===== src/rtl/data_memory.sv =====
// Single-port word-addressed data memory for the single-cycle CPU datapath.
// Writes and synchronous clear happen on the falling clock edge; reads are combinational.
module data_memory #(
  parameter int DATA_W = 32,
  parameter int ADDR_W = 5,
  parameter int DEPTH  = 32
) (
  input  logic              clk,
  input  logic              rst,
  input  logic              ena,
  input  logic              wena,
  input  logic [ADDR_W-1:0] addr,
  input  logic [DATA_W-1:0] data_in,
  output logic [DATA_W-1:0] data_out
);

  // Every address value maps to a real word, so no range or wrap logic is needed.
  if (DEPTH != (1 << ADDR_W)) begin : g_depth_check
    $error("data_memory: DEPTH must equal 2**ADDR_W");
  end

  logic [DATA_W-1:0] mem [DEPTH];

  logic do_write;
  logic do_read;

  assign do_write = ena & wena;
  assign do_read  = ena & ~wena;

  // Falling-edge update lets a store issued early in the CPU cycle land inside that cycle.
  // NOTE: a whole-array clear forces the storage into flops rather than a RAM macro;
  // that is intended here, and rst is checked first so it discards a coincident write.
  always_ff @(negedge clk) begin
    if (rst) begin
      for (int i = 0; i < DEPTH; i++) begin
        mem[i] <= '0;
      end
    end else if (do_write) begin
      // NOTE: non-blocking keeps the array update ordered after every read of this edge.
      mem[addr] <= data_in;
    end
  end

  // Zero during write cycles and when disabled, so the bus never shows stale contents.
  assign data_out = do_read ? mem[addr] : '0;

endmodule


===== config.mk =====
export PLATFORM = sky130hd
export DESIGN_NAME = data_memory
export DESIGN_NICKNAME = d
export VERILOG_FILES = /design/src/rtl/data_memory.sv
export SDC_FILE = /design/constraint.sdc
export NUM_CORES = 2
export LEC_CHECK = 0
export CORE_MARGIN = 2
export CORE_UTILIZATION = 25
export DETAILED_ROUTE_END_ITERATION = 10
export MAX_ROUTING_LAYER = met4
export SLEW_MARGIN = 20
export SYNTH_ARGS = -nofsm -noshare
export SYNTH_HDL_FRONTEND = slang
export SYNTH_SLANG_ARGS = --single-unit

===== constraint.sdc =====
create_clock -name clk -period 4.5 [get_ports clk]
set_input_delay 0.45 -clock clk [delete_from_list [all_inputs] [get_ports clk]]
set_output_delay 0.45 -clock clk [all_outputs]
set_load 0.01 [all_outputs]

==> results.sh <==
export IMPL_crit_path_end_kind="primary output"
export IMPL_timing_final_max_slew_violations=0
export IMPL_critical_path_peak_fanout=1
export IMPL_finalHoldViolCount=0
export IMPL_clk_path_buf_depth=3
export IMPL_cellLeakagePower_uw=0.0263
export IMPL_compound_cell_area_share_of_the_yosys_netlist=0.0387
export IMPL_synth_top_cell_area_share=0.661
export IMPL_antenna_left=0
export IMPL_routed_wirelength_microns=150000
export IMPL_max_slew_headroom=0.276
export IMPL_proportion_of_layout_cells_with_a_drive_suffix_above_1=0.155
export IMPL_cts_buffer_count=110
export IMPL_finalNetCount=4600
export IMPL_post_drt_via_cell_ratio=4.53
export IMPL_drcViolationCount=0
export IMPL_chip_width_microns=435
export IMPL_dominant_combinational_cell_family_by_area_after_synthesis="simple AND/OR/NAND/NOR gates"
export IMPL_post_synth_inst_count=3364
export IMPL_rsz0062_at_grt="true"
export IMPL_grt_util_all_layers=0.159
export IMPL_total_via_count_after_detailed_routing=32290
export IMPL_worst_slew_pin_transition_ps=1090
export IMPL_num_io_pins=73
export IMPL_synth_fp_nets=3405
export IMPL_grt_antenna_before_repair=8
export IMPL_worst_slack_ps=-543
export IMPL_synth_simple_gate_area_frac=0.161
export IMPL_crit_path_max_incr_delay_ps=410
export IMPL_power_per_cell_area_nw_per_um2=431
export IMPL_rows=158
export IMPL_tritoncts="yes"
export IMPL_largest_register_ffs=1024
export IMPL_report_final_setup_viol=32
export IMPL_hold_path_startpoint="addr[1]"
export IMPL_max_vdd_ir_drop_v=0.000324
export IMPL_antenna_cells=0
export IMPL_regMostFlops="mem"
export IMPL_number_of_iterations_in_the_first_detailed_routing_pass=8
export IMPL_crit_chain="mux2i_1, o22ai_2, nor4_4, buf_4, a31oi_4, buf_2"
export IMPL_place_port_buffers=72
export IMPL_grt_pass1_vias=34764
export IMPL_ys_flop_type="sky130_fd_sc_hd__edfxtp_1"
export IMPL_max_cap_violations=0
export IMPL_yosys_top_cells_area="sky130_fd_sc_hd__edfxtp_1 (66%), sky130_fd_sc_hd__and2_1 (14%), sky130_fd_sc_hd__mux2i_1 (11%)"
export IMPL_worst_setup_path_start_kind="register"
export IMPL_detailedPlace_worstSlack_ps=-607
export IMPL_crit_slowest_cell="sky130_fd_sc_hd__nor4_4"
export IMPL_grt_pass1_wl_microns=217000
export IMPL_synth_edff_count=1024
export IMPL_largestRegisters="mem (1024)"
export IMPL_post_dp_hpwl_microns=91300
export IMPL_die_height_microns=435
export IMPL_violated_checks="setup timing"
export IMPL_initial_standard_cell_utilization_of_the_core=0.251
export IMPL_type_of_the_most_critical_hold_path="in2out"
export IMPL_crit_type="reg2out"
export IMPL_cts_sinks=1024
export IMPL_placeable_core_region_sq_um=185000
export IMPL_htreeDepth=3
export IMPL_cp_required_ps=4050
export IMPL_synth_top_area_cell="sky130_fd_sc_hd__edfxtp_1"
export IMPL_fillerInstances=18219
export IMPL_synthXorXnorAreaFrac=0
export IMPL_worst_endpoint_arrival_ps=4590
export IMPL_worstSetupStartpoint="mem[31][3]$_SDFFCE_NN0P_"
export IMPL_synth_adder_area_share=0
export IMPL_areaGrowthSynthToFinish_pct=31.4
export IMPL_wire_per_inst_microns=21.0
export IMPL_share_of_synthesized_registers_carrying_an_async_set_or_reset=0
export IMPL_post_synth_cell_area_avg_sq_um=13.8
export IMPL_globalplace_congestion=0.840
export IMPL_synth_area_mux_share=0.110
export IMPL_fin_hold_ws_ps=2040
export IMPL_post_synth_instance_area_sq_um=46500
export IMPL_grt_remaining_overflow=0
export IMPL_synthDistinctLibCells=31
export IMPL_fp_dieArea_sq_um=190000
export IMPL_detailedRoute_firstIterationViolations=2832
export IMPL_status="finished, violations left"
export IMPL_grt_start_max_net_pins=110
export IMPL_ys_warnings_count=0
export IMPL_root_buffer="sky130_fd_sc_hd__clkbuf_16"
export IMPL_path_clk_slew_ps=30
export IMPL_seq_area_frac_synth=0.661
export IMPL_ys_seq_elements=1024
area by class of cell:
cell class,instances,area [sq um],area share
clock inverter,1109,5000,0.0818
timing repair buffer,384,3960,0.0648
tap,2480,3100,0.0507
sequential,1024,30700,0.503
multi-input combinational,2015,15600,0.254
clock buffer,111,2780,0.0454
cell usage in the layout, fill, tap and decap left out, types with 32 or more instances in the layout:
cell | Yosys | final
sky130_fd_sc_hd__and2_1 | 1024 | 1024
sky130_fd_sc_hd__buf_12 | 0 | 73
sky130_fd_sc_hd__buf_4 | 2 | 235
sky130_fd_sc_hd__clkbuf_16 | 0 | 111
sky130_fd_sc_hd__clkdlybuf4s50_1 | 0 | 39
sky130_fd_sc_hd__edfxtp_1 | 1024 | 1024
sky130_fd_sc_hd__inv_1 | 1 | 1043
sky130_fd_sc_hd__mux2i_1 | 512 | 491
sky130_fd_sc_hd__nor2_1 | 93 | 63
sky130_fd_sc_hd__o22ai_1 | 256 | 216
sky130_fd_sc_hd__o22ai_2 | 0 | 38
sky130_fd_sc_hd__or2_2 | 32 | 32
critical path, delay by kind of cell, from the launching register on:
kind                   cells  cell delay, ps
and+or+nand+nor            1             410
muxes                      1             230
buffers and inverters      2             420
DFF                        1             350
AOI/OAI and AO/OA          2             210
routing by layer:
layer	GRT usage	vias up	wire length (microns)
met5	-	-	0
li1	-	14569	-
met2	0.261	1209	76000
met3	0.0399	199	10200
met1	0.183	16313	60000
met4	0.0673	0	3260
power by group:
group / switching (uW) / internal, uW
combinational: 1120 / 668
clock: 6310 / 7100
sequential: 139 / 11100
total: 7570 / 18800
metrics by stage:
step | cells | TNS, ps | area [sq um] | total power (uW) | util
final | 7123 | -13930 | 61200 | 26400 | 0.330
after global routing | 7123 | -16920 | 61200 | 27900 | 0.330
after CTS | 7124 | -15850 | 60900 | 26700 | 0.329
after detailed placement | 5913 | -583490 | 52500 | 14300 | 0.283
after global placement | 5913 | -567860 | 52500 | 14300 | 0.283
after floorplan | 3364 | 0 | 46500 | 13400 | -
kinds of logic after synthesis:
logic type,Yosys count
and+or+nand+nor,1215
DFF,1024
muxes,512
buffers and inverters,325
AOI/OAI and AO/OA,288
repair_timing:
item / CTS / global route
setup buffers: 0 / 0
pin swaps: 72 / 41
hold endpoints to repair: 0 / 0
setup endpoints to repair: 32 / 32
gates resized for setup: 268 / 52
hold buffers: 0 / 0
cell usage after synthesis, drive strengths merged (6+ instances only):
cell type	number
a31oi	32
and2	1024
buf	80
clkbuf	244
edfxtp	1024
mux2i	512
nand4b	6
nand4bb	7
nor2	93
nor4	32
o22ai	256
or2	32
final timing paths:
path / cells past startpoint / to
min: 7 / data_out[30]
max: 6 / data_out[3]
(Power assumes the default switching activity.)
